File: src/rtl/famicom_pad_reader_if.sv
// Core/pad-facing signal bundle for the Famicom serial pad reader.
// The reader itself takes the slave view; the surrounding core or bench takes the master view.
interface famicom_pad_reader_if;
   logic       start;
   logic       pad_latch;
   logic       pad_pulse;
   logic       pad_data;
   logic [7:0] buttons;
   logic       valid;
   logic       busy;

   modport master (
      output start, pad_data,
      input  pad_latch, pad_pulse, buttons, valid, busy
   );
   modport slave (
      input  start, pad_data,
      output pad_latch, pad_pulse, buttons, valid, busy
   );
endinterface

File: src/rtl/famicom_pad_reader.sv
// Host-side Famicom/NES pad reader: latches the pad, clocks out 8 active-low bits,
// and presents them as an active-high byte with a one-cycle valid strobe.
module famicom_pad_reader #(
   parameter int LATCH_CYCLES = 600,
   parameter int HALF_CYCLES  = 300,
   parameter int POLL_CYCLES  = 833333
) (
   input  logic                 clk_sys,
   input  logic                 reset,
   famicom_pad_reader_if.slave  pad
);
   localparam int MAX_PH = (LATCH_CYCLES > HALF_CYCLES) ? LATCH_CYCLES : HALF_CYCLES;
   localparam int PW     = (MAX_PH > 1) ? $clog2(MAX_PH) : 1;
   localparam int TW     = (POLL_CYCLES > 1) ? $clog2(POLL_CYCLES) : 1;
   localparam logic [PW-1:0] LATCH_LAST = PW'(LATCH_CYCLES - 1);
   localparam logic [PW-1:0] HALF_LAST  = PW'(HALF_CYCLES - 1);
   localparam logic [TW-1:0] POLL_LAST  = TW'(POLL_CYCLES - 1);

   typedef enum logic [2:0] {IDLE, LATCH, LOW, HIGH, DONE} state_t;

   state_t        state_q, state_d;
   logic [PW-1:0] phase_q, phase_d;
   logic [2:0]    bit_q, bit_d;
   logic [7:0]    shift_q, shift_d;
   logic [7:0]    buttons_q, buttons_d;
   logic [TW-1:0] poll_q, poll_d;
   logic [1:0]    sync_q, sync_d;
   logic          tick;

   always_ff @(posedge clk_sys) begin
      if (reset) begin
         state_q   <= IDLE;
         phase_q   <= '0;
         bit_q     <= '0;
         shift_q   <= '0;
         buttons_q <= '0;
         poll_q    <= '0;
         sync_q    <= 2'b11;
      end else begin
         state_q   <= state_d;
         phase_q   <= phase_d;
         bit_q     <= bit_d;
         shift_q   <= shift_d;
         buttons_q <= buttons_d;
         poll_q    <= poll_d;
         sync_q    <= sync_d;
      end
   end

   // pad_data is asynchronous to clk_sys; sync_q[1] is the settled sample
   always_comb begin
      sync_d = {sync_q[0], pad.pad_data};
      tick   = (poll_q == POLL_LAST);
      poll_d = tick ? '0 : poll_q + 1'b1;
   end

   always_comb begin
      state_d   = state_q;
      phase_d   = phase_q + 1'b1;
      bit_d     = bit_q;
      shift_d   = shift_q;
      buttons_d = buttons_q;
      case (state_q)
         IDLE: begin
            phase_d = '0;
            if (tick || pad.start) state_d = LATCH;
         end
         LATCH: begin
            if (phase_q == LATCH_LAST) begin
               phase_d = '0;
               bit_d   = '0;
               state_d = LOW;
            end
         end
         LOW: begin
            if (phase_q == HALF_LAST) begin
               phase_d        = '0;
               shift_d[bit_q] = ~sync_q[1];
               // buttons load on DONE entry so they change in the valid cycle
               if (bit_q == 3'd7) begin
                  state_d   = DONE;
                  buttons_d = shift_d;
               end else begin
                  state_d = HIGH;
               end
            end
         end
         HIGH: begin
            if (phase_q == HALF_LAST) begin
               phase_d = '0;
               bit_d   = bit_q + 1'b1;
               state_d = LOW;
            end
         end
         DONE: begin
            phase_d = '0;
            state_d = IDLE;
         end
         default: begin
            phase_d = '0;
            state_d = IDLE;
         end
      endcase
   end

   assign pad.pad_latch = (state_q == LATCH);
   assign pad.pad_pulse = (state_q == HIGH);
   assign pad.valid     = (state_q == DONE);
   assign pad.busy      = (state_q == LATCH) || (state_q == LOW) || (state_q == HIGH);
   assign pad.buttons   = buttons_q;
endmodule
File: src/flat_wrapper.sv
// flat-port wrapper written by rule: the top's interface ports become plain ports
module famicom_pad_reader_flat 
#(
   parameter int LATCH_CYCLES = 600,
   parameter int HALF_CYCLES  = 300,
   parameter int POLL_CYCLES  = 833333
)
  (clk_sys, reset, pad_start, pad_pad_data, pad_pad_latch, pad_pad_pulse, pad_buttons, pad_valid, pad_busy);
  famicom_pad_reader_if pad_i ();
  input  logic clk_sys;
  input  logic reset;
  input wire logic [$bits(pad_i.start)-1:0] pad_start;
  input wire logic [$bits(pad_i.pad_data)-1:0] pad_pad_data;
  output wire logic [$bits(pad_i.pad_latch)-1:0] pad_pad_latch;
  output wire logic [$bits(pad_i.pad_pulse)-1:0] pad_pad_pulse;
  output wire logic [$bits(pad_i.buttons)-1:0] pad_buttons;
  output wire logic [$bits(pad_i.valid)-1:0] pad_valid;
  output wire logic [$bits(pad_i.busy)-1:0] pad_busy;
  assign pad_i.start = pad_start;
  assign pad_i.pad_data = pad_pad_data;
  assign pad_pad_latch = pad_i.pad_latch;
  assign pad_pad_pulse = pad_i.pad_pulse;
  assign pad_buttons = pad_i.buttons;
  assign pad_valid = pad_i.valid;
  assign pad_busy = pad_i.busy;
  famicom_pad_reader #(.LATCH_CYCLES(LATCH_CYCLES), .HALF_CYCLES(HALF_CYCLES), .POLL_CYCLES(POLL_CYCLES)) u_core (.clk_sys(clk_sys), .reset(reset), .pad(pad_i));
endmodule
File: config.mk
export PLATFORM = sky130hd
export DESIGN_NAME = famicom_pad_reader_flat
export DESIGN_NICKNAME = d
export VERILOG_FILES = /design/src/rtl/famicom_pad_reader_if.sv /design/src/rtl/famicom_pad_reader.sv /design/src/flat_wrapper.sv
export SDC_FILE = /design/constraint.sdc
export NUM_CORES = 1
export LEC_CHECK = 0
export ABC_AREA = 1
export CAP_MARGIN = 20
export CORE_ASPECT_RATIO = 0.9
export CORE_MARGIN = 1.5
export CORE_UTILIZATION = 47
export CTS_CLUSTER_SIZE = 10
export DETAILED_ROUTE_END_ITERATION = 8
export PLACE_DENSITY = 0.65
export SLEW_MARGIN = 10
export SYNTH_ARGS = -nofsm -noshare
export SYNTH_HDL_FRONTEND = slang
export SYNTH_SLANG_ARGS = --single-unit
File: constraint.sdc
create_clock -name clk_sys -period 1.87 [get_ports clk_sys]
set_input_delay 0.374 -clock clk_sys [delete_from_list [all_inputs] [get_ports clk_sys]]
set_output_delay 0.374 -clock clk_sys [all_outputs]
set_load 0.01 [all_outputs]
* Word-level counts from Yosys, hierarchy flattened
Index checks and enable logic that the tools add are counted.
** Storage, ports and cells
- Flip-flop bits (word level) :: 54
- Latch bits :: 0
- Bits in writable memories :: 0
- Bits in read-only memories :: 0
- Output and inout bits :: 12
- Logic and storage cells :: 52
- Memories :: 0
** Cells by class
- Add/sub/neg operators :: 3
- Multiply operators :: 0
- Div/mod/pow operators :: 0
- Order comparisons :: 2
- Eq/ne operators :: 12
- Shift-type cells :: 0
- Mux-type cells :: 15
- Bitwise logic cells :: 1
- Reduce and logical (&&, ||, !) cells :: 12
** Operators with widths (count)
- 3-bit 2-to-1 mux :: 7
- 20-bit by 1-bit adder with 20-bit output (second input constant) :: 1
- 20-bit == test (second input constant) :: 1
- 10-bit 2-to-1 mux :: 2
- 10-bit case mux with 2 select lines :: 1
- 3-bit case mux with 4 select lines :: 1
- 10-bit by 1-bit adder with 10-bit output (second input constant) :: 1
- 10-bit == test (second input constant) :: 1
- 10-bit by 9-bit == test with 1-bit output (second input constant) :: 1
- 8-bit bitwise mux :: 1
- 2-bit by 1-bit != test with 1-bit output (second input constant) :: 4
- 3-bit by 2-bit == test with 1-bit output (second input constant) :: 2
- 3-bit == test (second input constant) :: 2
- 3-bit case mux with 2 select lines :: 1
- 3-bit AND reduction :: 2
- 3-bit by 4-bit less-than comparator with 1-bit output (second input constant) :: 1
- 4-bit AND reduction :: 1
- 2-bit OR reduction :: 2
- 3-bit by 1-bit adder with 3-bit output (second input constant) :: 1
- 1-bit demux with 3-bit select :: 1
- 3-bit by 1-bit == test with 1-bit output (second input constant) :: 1
- 3-bit by 1-bit greater-or-equal comparator with 1-bit output (second input constant) :: 1
- 3-bit logical NOT :: 1
- 1-bit logical OR :: 3
- other kinds (5) :: 5

* Longest topological paths before layout
Gate-level depths: netlist of the first run.
- Depth after elaboration :: 5
- Mapped depth :: 10
- Depth with buffers taken out :: 10

* Worst setup path before layout of the first run
Ideal clock, no wire load.
- Path kind :: flip-flop to flip-flop
- Start :: register u_core.poll_q[0]
- End :: register u_core.poll_q[18]
- Setup time :: 114 ps
- Data arrival time :: 1328 ps
- Slack :: 429 ps
- Cell stages (with the launch flop) :: 9
- Period minus slack after synthesis :: 1441 ps
- Cells stage by stage :: dfxtp_1 > ha_1 > nand3_2 > nor3_4 > nand2_4 > nor2_4 > nand2_1 > nand2_1 > a21oi_2
** Between the ends
- Word-level cells in the longest chain between the ends :: 2
- Elaborated cells between the ends (all ways) :: 3
- Classes of those cells :: 1 x add/sub; 1 x eq/ne; 1 x reduce/logical
** RTL lines
- from (decl) :: line famicom_pad_reader.sv:26 : logic [TW-1:0] poll_q, poll_d;
- from (signal assigned) :: line famicom_pad_reader.sv:45 : poll_q <= poll_d;
- parallel branches: the longest is 2 deep, another holds 20-bit by 1-bit adder with 20-bit output
Several ways; the timed one is not identified.
A chain may end at the register's enable or synchronous reset.

* Worst setup path in the final report of the first run
- Start :: register u_core.state_q[1]
- End :: output port pad_pad_pulse
** Between the ends
- Word-level cells in the longest chain between the ends :: 1
** RTL lines
- from (decl) :: line famicom_pad_reader.sv:21 : state_t state_q, state_d;
- from (signal assigned) :: line famicom_pad_reader.sv:40 : state_q <= state_d;
- 3-bit by 2-bit == test with 1-bit output :: line famicom_pad_reader.sv:107 : assign pad.pad_pulse = (state_q == HIGH);
- to (decl) :: line flat_wrapper.sv:15 : output wire logic [$bits(pad_i.pad_pulse)-1:0] pad_pad_pulse;
Every way passes these cells.

==> results.json, run 1 <==
{
  "gp_congestion": 0.847,
  "cts.sinks": 54,
  "worst_setup_path_end_kind": "output port",
  "use_met2_pct": 31.5,
  "worst_pin_slew_ns": 0.333,
  "die_y_um": 75.2,
  "io_buffer_count": 15,
  "path_class": "register to output port",
  "synth_top_area_share_pct": 39.7,
  "core-area_mm2": 0.00563,
  "clock_latency_ns": 0.31,
  "total_power_w": 0.00239,
  "cts_tree": "done",
  "syn_area_mm2": 0.00272,
  "clockBufferDepth": 2,
  "fin_cells": 473,
  "hold_class": "register to register",
  "synth-seq-cells": 54,
  "start_kind": "register",
  "synthFlopType": "dfxtp_1",
  "use_met1_pct": 21.8,
  "worstPathRequired_ns": 1.50,
  "die_w_um": 83.2,
  "antenna_found_initial": 0,
  "synth_cell_types": 31,
  "p_switching_w": 0.000719,
  "fin_crit_sh_pct": 94.4,
  "antenna_cells": 0,
  "regArea_mm2": 0.00108,
  "grt_max_degree": 21,
  "first_global_vias": 2152,
  "synthToLayoutAreaGrowth_pct": 13.2,
  "slew_violations": 0,
  "grt.busiest_layer": "met2",
  "post_cts_buffers": 0,
  "fillerInstances": 564,
  "switching_share_pct": 30.1,
  "htreeDepth": 2,
  "ir_drop_v": 0.000428,
  "min_from": "u_core.sync_q[0]",
  "setup_violations": 0,
  "root_buffer": "clkbuf_8",
  "hpwl_um": 3960,
  "internal_power_w": 0.00167,
  "grt_util_all_layers_pct": 17.8,
  "synth_edf_count": 0,
  "initial_core_util_pct": 48.4,
  "syn_nets": 386,
  "p_per_area_mw_per_mm2": 776,
  "yosys_warnings": 0,
  "yosysMostFrequentCell": "nand2_1",
  "synth_common_cells": "nand2_1, dfxtp_1, nor2_1",
  "fin_crit_ns": 1.77,
  "drc_errors": 0,
  "relSlewSlack_pct": 77.5,
  "async_flop_share_pct": 0,
  "multi_input_area_mm2": 0.00144,
  "fin_tns_setup_ns": 0,
  "ant_nets": 0,
  "fin_area_mm2": 0.00308,
  "p_leak_nw": 1.17,
  "grtUsageMet3_pct": 3.40,
  "vias_per_cell": 4.85,
  "cts_made_buffers": 5,
  "firstDrtPassIters": 4,
  "drt-total-wl_um": 5220,
  "r2r_start": "u_core.phase_q[0]",
  "yosys.area.top_type": "dfxtp_1",
  "synthTopCellsByArea": "dfxtp_1, nand2_1, nor2_1",
  "rsz0062_at_grt": "no",
  "drtIter0Drc": 50,
  "via_count": 2293,
  "drive_gt1_share_pct": 14.6,
  "seqPwrFrac_pct": 50.7,
  "place_inst": 465,
  "die_area_mm2": 0.00626,
  "ios": 16,
  "grt_first_pass_wirelength_um": 9060,
  "clkPwrFrac_pct": 27.9,
  "yosysSeqAreaShare_pct": 39.7,
  "outcome": "completed",
  "worst-path-max-fanout": 3,
  "placed_area_mm2": 0.00299,
  "synth.avg_cell_area_um2": 7.22,
  "cp.arrival_ns": 1.39,
  "wl_per_cell_um": 11.0,
  "power_frac_comb_pct": 21.3,
  "grt-ovfl-total": 0,
  "hold_viol": 0,
  "syn_inst": 377,
  "final_nets": 411,
  "clkTransAtPathRegs_ns": 0.09,
  "maxCapViolCount": 0,
  "finalClockSkew_ns": 0.00449,
  "max_freq_mhz": 566,
  "crit_start": "u_core.state_q[1]",
  "fp-row-count": 26
}
[stage by stage]
step | util (%) | worst slack [ns] | hold WS, ns
after floorplan | - | 0.429 | 0.389
final | 54.8 | 0.104 | 0.418
after CTS | 54.7 | 0.0428 | 0.424
after detailed placement | 53.1 | 0.167 | 0.402
after global placement | 53.1 | 0.189 | 0.391
after global routing | 54.8 | 0.0226 | 0.442
[metal layers]
metal | vias to the layer above | wire (um) | share of wire (%)
met3 | 11 | 121 | 2.3
met2 | 23 | 2370 | 45
met5 | - | 0 | 0
met4 | 0 | 104 | 2.0
met1 | 1016 | 2620 | 50
li1 | 1243 | - | -
[cell type report]
type                       count  area share [%]
sequential                    54            35.1
timing repair buffer          21            6.17
clock buffer                   7            2.80
multi-input combinational    268            46.6
clock inverter                 1           0.162
inverter                      52            6.33
tap                           70            2.84
[kinds of logic after synthesis]
| family | after synthesis | synth area share, % |
|---|---|---|
| fa+ha+maj | 5 | 2.30 |
| flops | 54 | 39.7 |
| simple gates | 204 | 37.3 |
| buf+inv | 55 | 7.86 |
| compound gates | 48 | 9.33 |
| xor+xnor | 11 | 3.54 |
[what timing repair did]
action,CTS,global route
hold buffers,0,0
endpoints found under the setup margin,4,1
pin swaps,0,0
gates resized for setup,7,1
[sequential cells by signal, indices dropped and copies added, names as in the netlist]
| signal | flops |
|---|---|
| u_core.pad.buttons | 8 |
| u_core.bit_q | 3 |
| u_core.phase_q | 10 |
| u_core.state_q | 3 |
| u_core.sync_q | 2 |
| u_core.shift_q | 8 |
| u_core.poll_q | 20 |
[power by group through the flow]
stage          registers (W)  logic [W]  clock network (W)
2_1_floorplan        0.00123   0.000358                  0
3_3_place_gp         0.00123   0.000516                  0
3_5_place_dp         0.00123   0.000522                  0
4_1_cts              0.00121   0.000511           0.000696
5_1_grt              0.00122   0.000560           0.000726
6_report             0.00121   0.000510           0.000668
[cells in the final DEF (no fill, tap or decap), types with 2 or more instances in the layout]
master	n
dfxtp_1	53
inv_2	8
nand2_4	3
clkbuf_8	6
xnor2_1	4
xor2_1	7
nand4_1	5
buf_4	6
nand3_1	25
nor3_4	2
nor2_2	7
a21oi_2	2
nor3_2	3
nand2_2	7
or2_2	4
a31oi_1	3
a21oi_1	30
nand3_4	2
nor2_4	4
o21ai_0	12
clkdlybuf4s50_1	11
ha_1	5
nor2_1	45
inv_1	43
nor3_1	8
dlygate4sd2_1	4
nand2_1	84
nand3_2	2
[final timing paths]
check / slack (ns) / cells past startpoint / endpoint
worst max-delay path: 0.10 / 5 / pad_pad_pulse
worst min-delay path: 0.42 / 1 / u_core.sync_q[1]
worst max register to register: 0.31 / 8 / u_core.shift_q[1]
worst min register to register: 0.42 / 1 / u_core.sync_q[1]
[critical path, cell delays in order (launching register included)]
cell	delay [ns]
dfxtp_1	0.41
inv_1	0.11
nor2_4	0.10
inv_1	0.05
nor2_2	0.13
dlygate4sd2_1	0.29
No activity file was read; power rests on OpenSTA's default activity.
==> run 2: changes to the inputs <==
Settings changed: SKIP_CTS_REPAIR_TIMING from default to 1.
==> run 2 against run 1 <==
Combinational power is 2% higher. Non-clock buffer count is the same. Routed wire length grew 0.58%. Die area unchanged. Global-route usage about the same. Final cell count unchanged. Utilization rose by 0.27 points. Hold slack hardly changed. Setup slack gained 0.10 ns. Largest power group unchanged. Highest routed layer unchanged.
==> results.json, run 2 (synthesis results as in run 1) <==
{
  "firstDrtPassIters": 4,
  "drt-total-wl_um": 5250,
  "layout_commonest_cell": "nand2_1",
  "crit_end": "pad_pad_pulse",
  "worst-path-max-fanout": 3,
  "whs_path_depth": 1,
  "die_y_um": 75.2,
  "hold_viol": 0,
  "antenna_cells": 0,
  "cp.arrival_ns": 1.29,
  "start_kind": "register",
  "hold_class": "register to register",
  "synthToLayoutAreaGrowth_pct": 13.8,
  "outcome": "completed",
  "maxCapViolCount": 0,
  "hpwl_um": 3960,
  "max_freq_mhz": 601,
  "die_area_mm2": 0.00626,
  "setup_slack_ns": 0.207,
  "setup_violations": 0,
  "grt_first_pass_wirelength_um": 9060,
  "fp-row-count": 26,
  "io_buffer_count": 15,
  "r2r_end": "u_core.shift_q[5]",
  "worst_pin_slew_ns": 0.332,
  "reg_top3": "u_core.poll_q (20), u_core.phase_q (10)",
  "r2r_slack_ns": 0.32,
  "crit_start": "u_core.state_q[1]",
  "clkPwrFrac_pct": 27.8,
  "ios": 16,
  "initial_core_util_pct": 48.4,
  "final_cell_mix": "nand2_1, dfxtp_1, nor2_1",
  "core-area_mm2": 0.00563,
  "drc_errors": 0,
  "clkTransAtPathRegs_ns": 0.09,
  "grt_util_all_layers_pct": 17.7,
  "finalClockSkew_ns": 0.00443,
  "switching_share_pct": 29.9,
  "worstPathRequired_ns": 1.50,
  "p_leak_nw": 1.22,
  "placed_area_mm2": 0.00299,
  "antenna_found_initial": 0,
  "rsz0062_at_grt": "no",
  "cts.sinks": 54,
  "final_nets": 411,
  "drive_gt1_share_pct": 14.6,
  "cts_made_buffers": 5,
  "wl_per_cell_um": 11.1,
  "gp_congestion": 0.847,
  "drtIter0Drc": 56,
  "ir_drop_v": 0.000425,
  "clock_latency_ns": 0.31,
  "power_frac_comb_pct": 21.7,
  "slew_violations": 0,
  "regArea_mm2": 0.00108,
  "path_class": "register to output port",
  "worst_setup_path_end_kind": "output port",
  "p_per_area_mw_per_mm2": 776,
  "die_w_um": 83.2,
  "internal_power_w": 0.00168,
  "grt-ovfl-total": 0,
  "fillerInstances": 562,
  "multi_input_area_mm2": 0.00144,
  "fin_crit_ns": 1.66,
  "worst_r2r_path_depth": 8,
  "first_global_vias": 2156,
  "grt_max_degree": 21,
  "vias_per_cell": 4.86,
  "seqPwrFrac_pct": 50.5,
  "cts_tree": "done",
  "total_power_w": 0.00240,
  "ant_nets": 0,
  "fin_crit_sh_pct": 88.9,
  "utilization_pct": 55.0,
  "root_buffer": "clkbuf_8",
  "relSlewSlack_pct": 77.6,
  "r2r_start": "u_core.phase_q[0]",
  "via_count": 2298,
  "top_register": "u_core.poll_q",
  "fin_area_mm2": 0.00310,
  "largest_reg_flops": 20,
  "dpl_worst_slack_ns": 0.167,
  "htreeDepth": 2,
  "fin_tns_setup_ns": 0,
  "p_switching_w": 0.000718,
  "clockBufferDepth": 2
}
run 2: stage by stage:
step | hold slack [ns] | cells
6_report | 0.418 | 473
5_1_grt | 0.442 | 473
3_5_place_dp | 0.402 | 465
3_3_place_gp | 0.391 | 465
4_1_cts | 0.424 | 473
2_1_floorplan | 0.389 | 377
run 2: worst min path at each step:
stage                     startpoint                to  slack, ns
floorplan           u_core.sync_q[0]  u_core.sync_q[1]       0.39
global placement    u_core.sync_q[0]  u_core.sync_q[1]       0.39
detailed placement  u_core.sync_q[0]  u_core.sync_q[1]       0.40
CTS                 u_core.sync_q[0]  u_core.sync_q[1]       0.42
global route        u_core.sync_q[0]  u_core.sync_q[1]       0.44
finish              u_core.sync_q[0]  u_core.sync_q[1]       0.42
run 2: final cells by class:
class / count / area share [%]
well taps: 70 / 2.83
clock buffers: 7 / 2.79
clock inverters: 1 / 0.162
flip-flops and latches: 54 / 34.9
multi-input cells: 268 / 46.4
repair buffers: 21 / 6.62
inverters: 52 / 6.30
run 2: power by group through the flow:
stage | registers (W) | logic (W) | clock network [W]
floorplan | 0.00123 | 0.000358 | 0
global placement | 0.00123 | 0.000516 | 0
detailed placement | 0.00123 | 0.000522 | 0
CTS | 0.00121 | 0.000525 | 0.000696
global route | 0.00122 | 0.000573 | 0.000726
finish | 0.00121 | 0.000522 | 0.000668
run 2: worst max-delay path: stages, from the launching register on:
cell,delay [ns]
dfxtp_1,0.41
inv_1,0.11
nor2_4,0.10
inv_1,0.05
nor2_2,0.13
dlymetal6s2s_1,0.18
run 2: per-layer routing:
layer / vias to the layer above / GRT usage [%] / share of wire, %
li1: 1242 / - / -
met1: 1029 / 21.8 / 50
met2: 16 / 31.3 / 46
met3: 11 / 3.40 / 2.1
met4: 0 / 7.22 / 2.0
met5: - / 0 / 0
